==> src/rtl/ad7822_reader_pkg.sv <==
// Shared definitions for the AD7822 reader: FSM state encodings and default
// timing constants for a 50 MHz clock.
package ad7822_reader_pkg;

  typedef enum logic [2:0] {
    ST_IDLE     = 3'd0,
    ST_CONVST   = 3'd1,
    ST_WAIT_EOC = 3'd2,
    ST_READ     = 3'd3,
    ST_DONE     = 3'd4
  } state_t;

  localparam int unsigned SAMPLE_PERIOD_DEF = 100;  // 2 us at 50 MHz
  localparam int unsigned CONVST_CYC_DEF    = 2;    // >= 20 ns
  localparam int unsigned RD_CYC_DEF        = 3;    // >= 60 ns access
  localparam int unsigned TIMEOUT_CYC_DEF   = 64;

  function automatic int unsigned max3(input int unsigned a, input int unsigned b,
                                       input int unsigned c);
    int unsigned m;
    m = (a > b) ? a : b;
    return (m > c) ? m : c;
  endfunction

endpackage

==> src/rtl/ad7822_reader_sync_2ff.sv <==
// Generic two-flop synchronizer for asynchronous board inputs; resets to all ones
// so active-low strobes read as inactive out of reset.
module sync_2ff #(
  parameter int unsigned          WIDTH     = 1,
  parameter logic [WIDTH-1:0]     RESET_VAL = '1
) (
  input  logic             clock,
  input  logic             reset,
  input  logic [WIDTH-1:0] din,
  output logic [WIDTH-1:0] dout
);

  logic [WIDTH-1:0] meta;

  always_ff @(posedge clock or posedge reset) begin
    if (reset) begin
      meta <= RESET_VAL;
      dout <= RESET_VAL;
    end else begin
      meta <= din;
      dout <= meta;
    end
  end

endmodule

==> src/rtl/ad7822_reader.sv <==
// Conversion/read sequencer for one AD7822 8-bit parallel ADC.
// Build option AD7822_READER_AVG_EN: o_data becomes a 4-sample running average.
//
// state    | meaning
// ---------+----------------------------------------------------------
// IDLE     | waiting for a period tick while i_enable is high
// CONVST   | o_CONVST_n held low for CONVST_CYC cycles
// WAIT_EOC | waiting for synchronized EOC_n low, bounded by TIMEOUT_CYC
// READ     | o_CS_n/o_RD_n held low for RD_CYC cycles, data captured last
// DONE     | o_valid high for one cycle with the new o_data
module ad7822_reader
  import ad7822_reader_pkg::*;
#(
  parameter int unsigned SAMPLE_PERIOD = SAMPLE_PERIOD_DEF,
  parameter int unsigned CONVST_CYC    = CONVST_CYC_DEF,
  parameter int unsigned RD_CYC        = RD_CYC_DEF,
  parameter int unsigned TIMEOUT_CYC   = TIMEOUT_CYC_DEF
) (
  input  logic       i_clock,
  input  logic       i_reset,
  input  logic       i_enable,
  input  logic       i_EOC_n,
  input  logic [7:0] i_data,
  output logic       o_CONVST_n,
  output logic       o_CS_n,
  output logic       o_RD_n,
  output logic [7:0] o_data,
  output logic       o_valid,
  output logic       o_timeout
);

  localparam int unsigned PER_W   = (SAMPLE_PERIOD > 1) ? $clog2(SAMPLE_PERIOD) : 1;
  localparam int unsigned STG_MAX = max3(CONVST_CYC, RD_CYC, TIMEOUT_CYC);
  localparam int unsigned STG_W   = (STG_MAX > 1) ? $clog2(STG_MAX) : 1;

  logic eoc_n_sync;

  sync_2ff #(.WIDTH(1), .RESET_VAL(1'b1)) u_eoc_sync (
    .clock (i_clock),
    .reset (i_reset),
    .din   (i_EOC_n),
    .dout  (eoc_n_sync)
  );

  logic [PER_W-1:0] per_cnt;
  logic             tick;

  assign tick = (per_cnt == PER_W'(SAMPLE_PERIOD - 1));

  always_ff @(posedge i_clock or posedge i_reset) begin
    if (i_reset) per_cnt <= '0;
    else         per_cnt <= tick ? '0 : per_cnt + PER_W'(1);
  end

  state_t           state, state_nxt;
  logic [STG_W-1:0] cnt, cnt_nxt;
  logic             convst_n_nxt, rd_n_nxt, timeout_nxt, valid_nxt, load_sample;

  always_comb begin
    state_nxt    = state;
    cnt_nxt      = cnt;
    convst_n_nxt = 1'b1;
    rd_n_nxt     = 1'b1;
    timeout_nxt  = o_timeout;
    valid_nxt    = 1'b0;
    load_sample  = 1'b0;
    case (state)
      ST_IDLE: begin
        if (tick && i_enable) begin
          state_nxt    = ST_CONVST;
          cnt_nxt      = '0;
          convst_n_nxt = 1'b0;
        end
      end
      ST_CONVST: begin
        if (cnt == STG_W'(CONVST_CYC - 1)) begin
          state_nxt = ST_WAIT_EOC;
          cnt_nxt   = '0;
        end else begin
          cnt_nxt      = cnt + STG_W'(1);
          convst_n_nxt = 1'b0;
        end
      end
      ST_WAIT_EOC: begin
        if (!eoc_n_sync) begin
          state_nxt = ST_READ;
          cnt_nxt   = '0;
          rd_n_nxt  = 1'b0;
        end else if (cnt == STG_W'(TIMEOUT_CYC - 1)) begin
          state_nxt   = ST_IDLE;
          cnt_nxt     = '0;
          timeout_nxt = 1'b1;
        end else begin
          cnt_nxt = cnt + STG_W'(1);
        end
      end
      ST_READ: begin
        // Capture lands straight in the output path so o_valid coincides with DONE.
        if (cnt == STG_W'(RD_CYC - 1)) begin
          state_nxt   = ST_DONE;
          cnt_nxt     = '0;
          load_sample = 1'b1;
          valid_nxt   = 1'b1;
          timeout_nxt = 1'b0;
        end else begin
          cnt_nxt  = cnt + STG_W'(1);
          rd_n_nxt = 1'b0;
        end
      end
      ST_DONE: state_nxt = ST_IDLE;
      default: state_nxt = ST_IDLE;
    endcase
  end

  always_ff @(posedge i_clock or posedge i_reset) begin
    if (i_reset) begin
      state      <= ST_IDLE;
      cnt        <= '0;
      o_CONVST_n <= 1'b1;
      o_CS_n     <= 1'b1;
      o_RD_n     <= 1'b1;
      o_valid    <= 1'b0;
      o_timeout  <= 1'b0;
    end else begin
      state      <= state_nxt;
      cnt        <= cnt_nxt;
      o_CONVST_n <= convst_n_nxt;
      o_CS_n     <= rd_n_nxt;
      o_RD_n     <= rd_n_nxt;
      o_valid    <= valid_nxt;
      o_timeout  <= timeout_nxt;
    end
  end

`ifdef AD7822_READER_AVG_EN
  logic [3:0][7:0] hist;
  logic [9:0]      sum, sum_nxt;

  // sum always contains hist[3], so the subtraction cannot underflow.
  assign sum_nxt = sum + 10'(i_data) - 10'(hist[3]);

  always_ff @(posedge i_clock or posedge i_reset) begin
    if (i_reset) begin
      hist   <= '0;
      sum    <= '0;
      o_data <= '0;
    end else if (load_sample) begin
      hist   <= {hist[2:0], i_data};
      sum    <= sum_nxt;
      o_data <= sum_nxt[9:2];
    end
  end
`else
  always_ff @(posedge i_clock or posedge i_reset) begin
    if (i_reset)          o_data <= '0;
    else if (load_sample) o_data <= i_data;
  end
`endif

endmodule

==> config.mk <==
export PLATFORM = sky130hd
export DESIGN_NAME = ad7822_reader
export DESIGN_NICKNAME = d
export VERILOG_FILES = /design/src/rtl/ad7822_reader_pkg.sv /design/src/rtl/ad7822_reader_sync_2ff.sv /design/src/rtl/ad7822_reader.sv
export SDC_FILE = /design/constraint.sdc
export NUM_CORES = 1
export LEC_CHECK = 0
export ABC_AREA = 1
export BUFFER_PORTS_ARGS = -buffer_cell sky130_fd_sc_hd__buf_4
export CORE_AREA = 3 3 83 46
export DETAILED_ROUTE_END_ITERATION = 8
export DIE_AREA = 0 0 86 49
export GPL_ROUTABILITY_DRIVEN = 0
export MAX_ROUTING_LAYER = met4
export PLACE_DENSITY = 0.69
export SLEW_MARGIN = 10
export SYNTH_ARGS = -nofsm -noshare
export SYNTH_HDL_FRONTEND = slang
export SYNTH_SLANG_ARGS = --single-unit
==> constraint.sdc <==
create_clock -name i_clock -period 1.51 [get_ports i_clock]
set_clock_uncertainty 0.15 [all_clocks]
set_input_delay 0.151 -clock i_clock [delete_from_list [all_inputs] [get_ports i_clock]]
set_output_delay 0.151 -clock i_clock [all_outputs]
set_load 0.02 [all_outputs]
==> results of run 1 <==
## registers in the layout, indices dropped and copies added (netlist names)
| register | count |
|---|---|
| o_data | 8 |
| per_cnt | 7 |
| cnt | 6 |
| state | 3 |
| o_CONVST_n | 1 |
| o_RD_n | 1 |
| o_timeout | 1 |
| o_valid | 1 |
| u_eoc_sync.dout | 1 |
| u_eoc_sync.meta | 1 |
## cells in the final DEF, fill, tap and decap left out, types with 2 or more instances in the layout
cell type      instances
a21oi_1                2
nand3_2                2
ha_2                   2
nor2_4                 6
inv_1                 16
o21ai_1                2
nor2_1                13
nand3_1                6
nand4_1                4
dlygate4sd3_1         10
dfrtp_1               24
a21oi_2                2
xor2_1                 2
nor3_1                 2
buf_6                  2
clkbuf_8               6
dfstp_2                4
nor2_2                 6
inv_2                  6
o21ai_2                2
buf_4                 57
nand2_1               41
dfrtp_2                2
nand2_2                8
nand2_4                2
## critical path: stages, from the launching register on
cell	delay, ns
dfrtp_1	0.39
ha_4	0.16
inv_2	0.03
nor2_2	0.11
nand4_1	0.20
nand2_2	0.18
nand3_2	0.11
nand2_2	0.08
nand2_2	0.05
nor2_2	0.10
## cells in the mapped netlist
library cell	n	area (µm²)
o22ai_1	1	6.260
nand2_2	1	6.260
o21ai_0	1	5.000
nand2_1	49	183.9
o21bai_2	1	11.26
buf_4	2	15.01
o31ai_1	1	7.510
xnor2_1	1	8.760
nand2_4	1	11.26
nor3_4	1	16.27
nor2_2	5	31.28
dfrtp_1	26	650.6
ha_1	4	50.05
nand3_1	8	40.04
a31oi_1	1	6.260
nor3_1	3	15.01
a21oi_1	4	20.02
dfstp_2	4	105.1
xor2_1	2	17.52
inv_1	19	71.32
o21ai_2	1	8.760
nor2_1	17	63.81
nand4_1	4	25.02
inv_2	4	15.01
nand3_2	1	10.01
or2_1	1	6.260
o21ai_1	2	10.01
nor2_4	3	33.78
## worst paths after layout
kind,from,cells past startpoint,end
setup reg to reg,per_cnt[0],9,cnt[5]
hold reg to reg,u_eoc_sync.meta,0,u_eoc_sync.dout
hold / removal,u_eoc_sync.meta,0,u_eoc_sync.dout
setup / recovery,per_cnt[0],9,cnt[5]
min in group asynchronous,i_reset,4,state[1]
max in group asynchronous,i_reset,4,u_eoc_sync.meta
## power groups by stage
stage                     sequential (mW)  combinational, mW  clock, mW
after detailed placement            0.844             0.0830          0
after global routing                0.831              0.111      0.915
after global placement              0.843             0.0797          0
after CTS                           0.829              0.103      0.855
final                               0.830              0.103      0.855
after floorplan                     0.855             0.0195          0
## timing repair
| item | in CTS | in global routing |
|---|---|---|
| hold endpoints to repair | 35 | 0 |
| setup endpoints to repair | 18 | 20 |
| cloned | 0 | 0 |
| buffers inserted | 3 | 7 |
| gates resized for setup | 10 | 28 |
| pin swaps | 2 | 9 |
| hold buffers | 10 | 0 |
## cell type report
type	instances	area, µm²
Fill cell	191	749.5
Multi-Input combinational cell	113	716.9
Sequential cell	30	758.2
Tap cell	40	50.05
Inverter	23	88.84
Clock inverter	1	30.03
Timing Repair Buffer	69	550.5
Clock buffer	7	86.33
## stage by stage
stage               setup slack (ns)  instance area (µm²)
global route                 -0.2053                 2281
floorplan                    0.01536                 1456
CTS                         -0.07570                 2142
finish                       -0.1126                 2281
global placement            -0.02570                 1859
detailed placement          -0.07113                 1859
## logic make-up after synthesis
| logic type | count (synthesis) | share of synthesized area (%) |
|---|---|---|
| adders and majority gates | 4 | 3.448 |
| buffers and inverters | 25 | 6.982 |
| AOI/OAI and AO/OA | 12 | 5.173 |
| DFF | 30 | 52.07 |
| and+or+nand+nor | 94 | 30.52 |
| xor gates and xnor gates | 3 | 1.811 |
## routing by layer
metal	share of wire, %	GRT usage, %
met1	41	25.00
met2	51	34.27
met3	5.0	5.396
met4	3.1	8.158
met5	0	-
==> impl_metrics.toml, run 1 <==
[floorplan]
rows = 14
coreArea_um2 = 3030
die_h_um = 49
dieArea_um2 = 4214
initial_utilization_pct = 47.89
ios = 25
die_x_um = 86

[place]
dp.final_hpwl_um = 2467
portBuffers = 24
dp.cells = 255

[status]
outcome = "finished, violations left"
violations = "negative setup slack"

[worst_setup_path]
cp_max_fo = 3
critPathArrivalTime_ns = 1.68
worst-setup-path-type = "register to register"
start_kind = "register"
cp_data_required_time_ns = 1.57
critPathCaptureType = "register"
rrSetupSlack_ns = -0.11

[sta]
period_share_pct = 107.5
final.min_clock_period_ns = 1.623
hold_viol = 0
slew_headroom_pct = 75.50
hold_slack_ns = 0.2167
worst_pin_slew_ns = 0.3646
fmax_mhz = 616.3
rsz0062_at_grt = "yes"
drv_slew = 0
tns_ns = -0.7977
setup_viol = 12
postLayoutSetupSlackWorst_ns = -0.1126

[logic_synthesis]
syn_area_per_cell_um2 = 8.639
ys_ff_latch = 30
yosys_warnings = 0
synthesis.nets = 184
synth_cell_types = 28
syn_area_um2 = 1451
yosysSeqAreaShare_pct = 52.07
synthCells = 168

[clock_tree]
clk_pin_slew_ns = 0.06
cts-root-buf = "clkbuf_8"
htree_levels = 2
cts.sinks = 30
clockBufferDepth = 2
cts_buffers = 5
cts_tree = "done"
clock_latency_ns = 0.29

[global_route]
grt.overflow.total = 0
antenna_found_initial = 0
grt_max_degree = 31
grt_pass1_vias = 1385
grt_pass1_wl_um = 6637
grt_use_total_pct = 21.01

[power_and_ir_drop]
p_sw_share_pct = 21.05
power_density_nw_per_um2 = 783.8
p_comb_share_pct = 5.7
switching_power_uw = 376.2
p_clk_share_pct = 47.8
sequentialPowerShare_pct = 46.4
ir_worst_vdd_mv = 0.6560
p_int_mw = 1.411
power_leakage_nw = 1.106
p_total_mw = 1.788

[route]
vias_per_cell = 5.057
drc = 0
vias = 1431
drtIter0Drc = 48
ant_nets = 0
drt-wirelength-per-cell_um = 14.73
first_pass_iters = 4
wl_um = 4169

[worst_hold_path]
min_path_type = "register to register"

[finish]
post-route-util_pct = 75.27
drive_gt1_share_pct = 47.33
syn2layout_area_growth_pct = 57.16
final_cells = 283
antennaDiodeCount = 0
finalNetCount = 258

[job]
maxCapViolCount = 0
Power figures use the tool's default switching activity.
==> inputs of run 2 (changes only) <==
- CTS_BUF_LIST: default -> sky130_fd_sc_hd__clkbuf_4 sky130_fd_sc_hd__clkbuf_8
==> run 2 against run 1 <==
  * The flow still finishes with violations (negative setup slack)
  * Critical path depth down 1
  * Register-to-register slack hardly changed
  * Final cell count stayed put
  * Die area is the same
  * Sequential power hardly changed
  * Critical endpoint is now state[1]
  * Non-clock buffer count unchanged
  * Setup slack better by 0.0077 ns
==> impl_metrics.toml, run 2 (synthesis gave the netlist of run 1 again) <==
[place]
placed_area_um2 = 1859
portBuffers = 24
pre_cts_ws_ns = -0.07113
dp.final_hpwl_um = 2467

[power_and_ir_drop]
ir_worst_vdd_mv = 0.6550
p_clk_share_pct = 48.3
p_total_mw = 1.806
p_int_mw = 1.429
power_density_nw_per_um2 = 789.9
sequentialPowerShare_pct = 46.0
switching_power_uw = 376.3
p_sw_share_pct = 20.84
p_comb_share_pct = 5.7
power_leakage_nw = 1.108

[finish]
largest_reg_flops = 8
top_regs = "o_data: 8 flops, per_cnt: 7 flops, cnt: 6 flops"
syn2layout_area_growth_pct = 57.50
finalNetCount = 258
drive_gt1_share_pct = 48.15
mostFrequentLayoutCell = "buf_4"
layout_common_cells = "57 x buf_4, 41 x nand2_1, 23 x dfrtp_1"
antennaDiodeCount = 0
stdcell_area_um2 = 2286
regMostFlops = "o_data"

[status]
outcome = "finished, violations left"
violations = "negative setup slack"

[route]
ant_nets = 0
wl_um = 4177
drt-wirelength-per-cell_um = 14.76
drc = 0
first_pass_iters = 4
drtIter0Drc = 72
vias = 1415
vias_per_cell = 5.000

[worst_hold_path]
min_path_type = "register to register"

[global_route]
grt_pass1_vias = 1383
antenna_found_initial = 0
grt_max_degree = 31
grt_pass1_wl_um = 6630
grt_use_total_pct = 21.01
grt.overflow.total = 0

[clock_tree]
clk_pin_slew_ns = 0.07
cts.sinks = 30
htree_levels = 2
cts_tree = "done"
clock_latency_ns = 0.28
clockBufferDepth = 2
cts-root-buf = "clkbuf_8"
cts_buffers = 5

[sta]
fmax_mhz = 619.2
drv_slew = 0
postLayoutSetupSlackWorst_ns = -0.1049
slew_headroom_pct = 72.49
hold_viol = 0
period_share_pct = 106.9
worst_pin_slew_ns = 0.4094
final.min_clock_period_ns = 1.615
rsz0062_at_grt = "yes"
setup_viol = 11

[floorplan]
rows = 14
coreArea_um2 = 3030
dieArea_um2 = 4214
die_h_um = 49
die_x_um = 86
ios = 25
initial_utilization_pct = 47.89

[worst_setup_path]
worst-setup-path-type = "register to register"
cp_data_required_time_ns = 1.57
cp_max_fo = 3
start_kind = "register"
critPathCaptureType = "register"
critPathArrivalTime_ns = 1.68

[job]
maxCapViolCount = 0
==> run 2: cell type report <==
cell class                      instances  area (µm²)
Sequential cell                        30       759.5
Fill cell                             189       744.5
Multi-Input combinational cell        113       716.9
Timing Repair Buffer                   69       550.5
Clock buffer                            7       90.09
Inverter                               23       88.84
Tap cell                               40       50.05
Clock inverter                          1       30.03
==> run 2: power by group through the flow <==
| stage | Clock [mW] | Sequential, mW | Combinational [mW] |
|---|---|---|---|
| after floorplan | 0 | 0.855 | 0.0195 |
| after global placement | 0 | 0.843 | 0.0797 |
| after detailed placement | 0 | 0.844 | 0.0830 |
| after CTS | 0.874 | 0.829 | 0.103 |
| after global routing | 0.932 | 0.831 | 0.111 |
| final | 0.873 | 0.830 | 0.103 |
==> run 2: metal layers <==
metal | up-vias | part of all wire (%) | GRT usage [%]
li1 | 676 | - | -
met1 | 670 | 42 | 25.00
met2 | 51 | 50 | 33.76
met3 | 18 | 4.3 | 5.565
met4 | 0 | 3.0 | 8.947
met5 | - | 0 | -
==> run 2: critical path, stage by stage, from the launching register on <==
cell and delay, ns:
dfrtp_1 0.39, ha_4 0.16, inv_2 0.04, nor2_2 0.11
nand4_1 0.20, nand2_2 0.18, buf_4 0.14, nand2_4 0.07
o21ai_2 0.13
==> run 2: what timing repair did <==
| action | 4_1_cts | 5_1_grt |
|---|---|---|
| cloned | 0 | 0 |
| resized for setup | 10 | 29 |
| setup buffers | 3 | 7 |
| pin swaps | 2 | 9 |
| setup endpoints to repair | 18 | 20 |
| hold endpoints to repair | 35 | 0 |
| hold buffers | 10 | 0 |
==> run 2: final timing paths <==
path | startpoint | endpoint | slack [ns] | cells past startpoint
min in group asynchronous | i_reset | o_data[6] | 0.37 | 4
hold / removal | u_eoc_sync.meta | u_eoc_sync.dout | 0.22 | 0
setup / recovery | per_cnt[0] | state[1] | -0.10 | 8
max in group asynchronous | i_reset | u_eoc_sync.meta | 0.52 | 4
hold reg to reg | u_eoc_sync.meta | u_eoc_sync.dout | 0.22 | 0
setup reg to reg | per_cnt[0] | state[1] | -0.10 | 8
==> run 2: through the flow <==
| stage | hold slack (ns) | cells | utilization, % | TNS (ns) |
|---|---|---|---|---|
| 2_1_floorplan | 0.005478 | 168 | - | 0 |
| 3_3_place_gp | 0.09996 | 255 | 61.35 | -0.1804 |
| 3_5_place_dp | 0.1130 | 255 | 61.35 | -0.9454 |
| 4_1_cts | 0.2158 | 276 | 70.81 | -0.8980 |
| 5_1_grt | 0.2210 | 283 | 75.43 | -2.221 |
| 6_report | 0.2166 | 283 | 75.43 | -0.7275 |
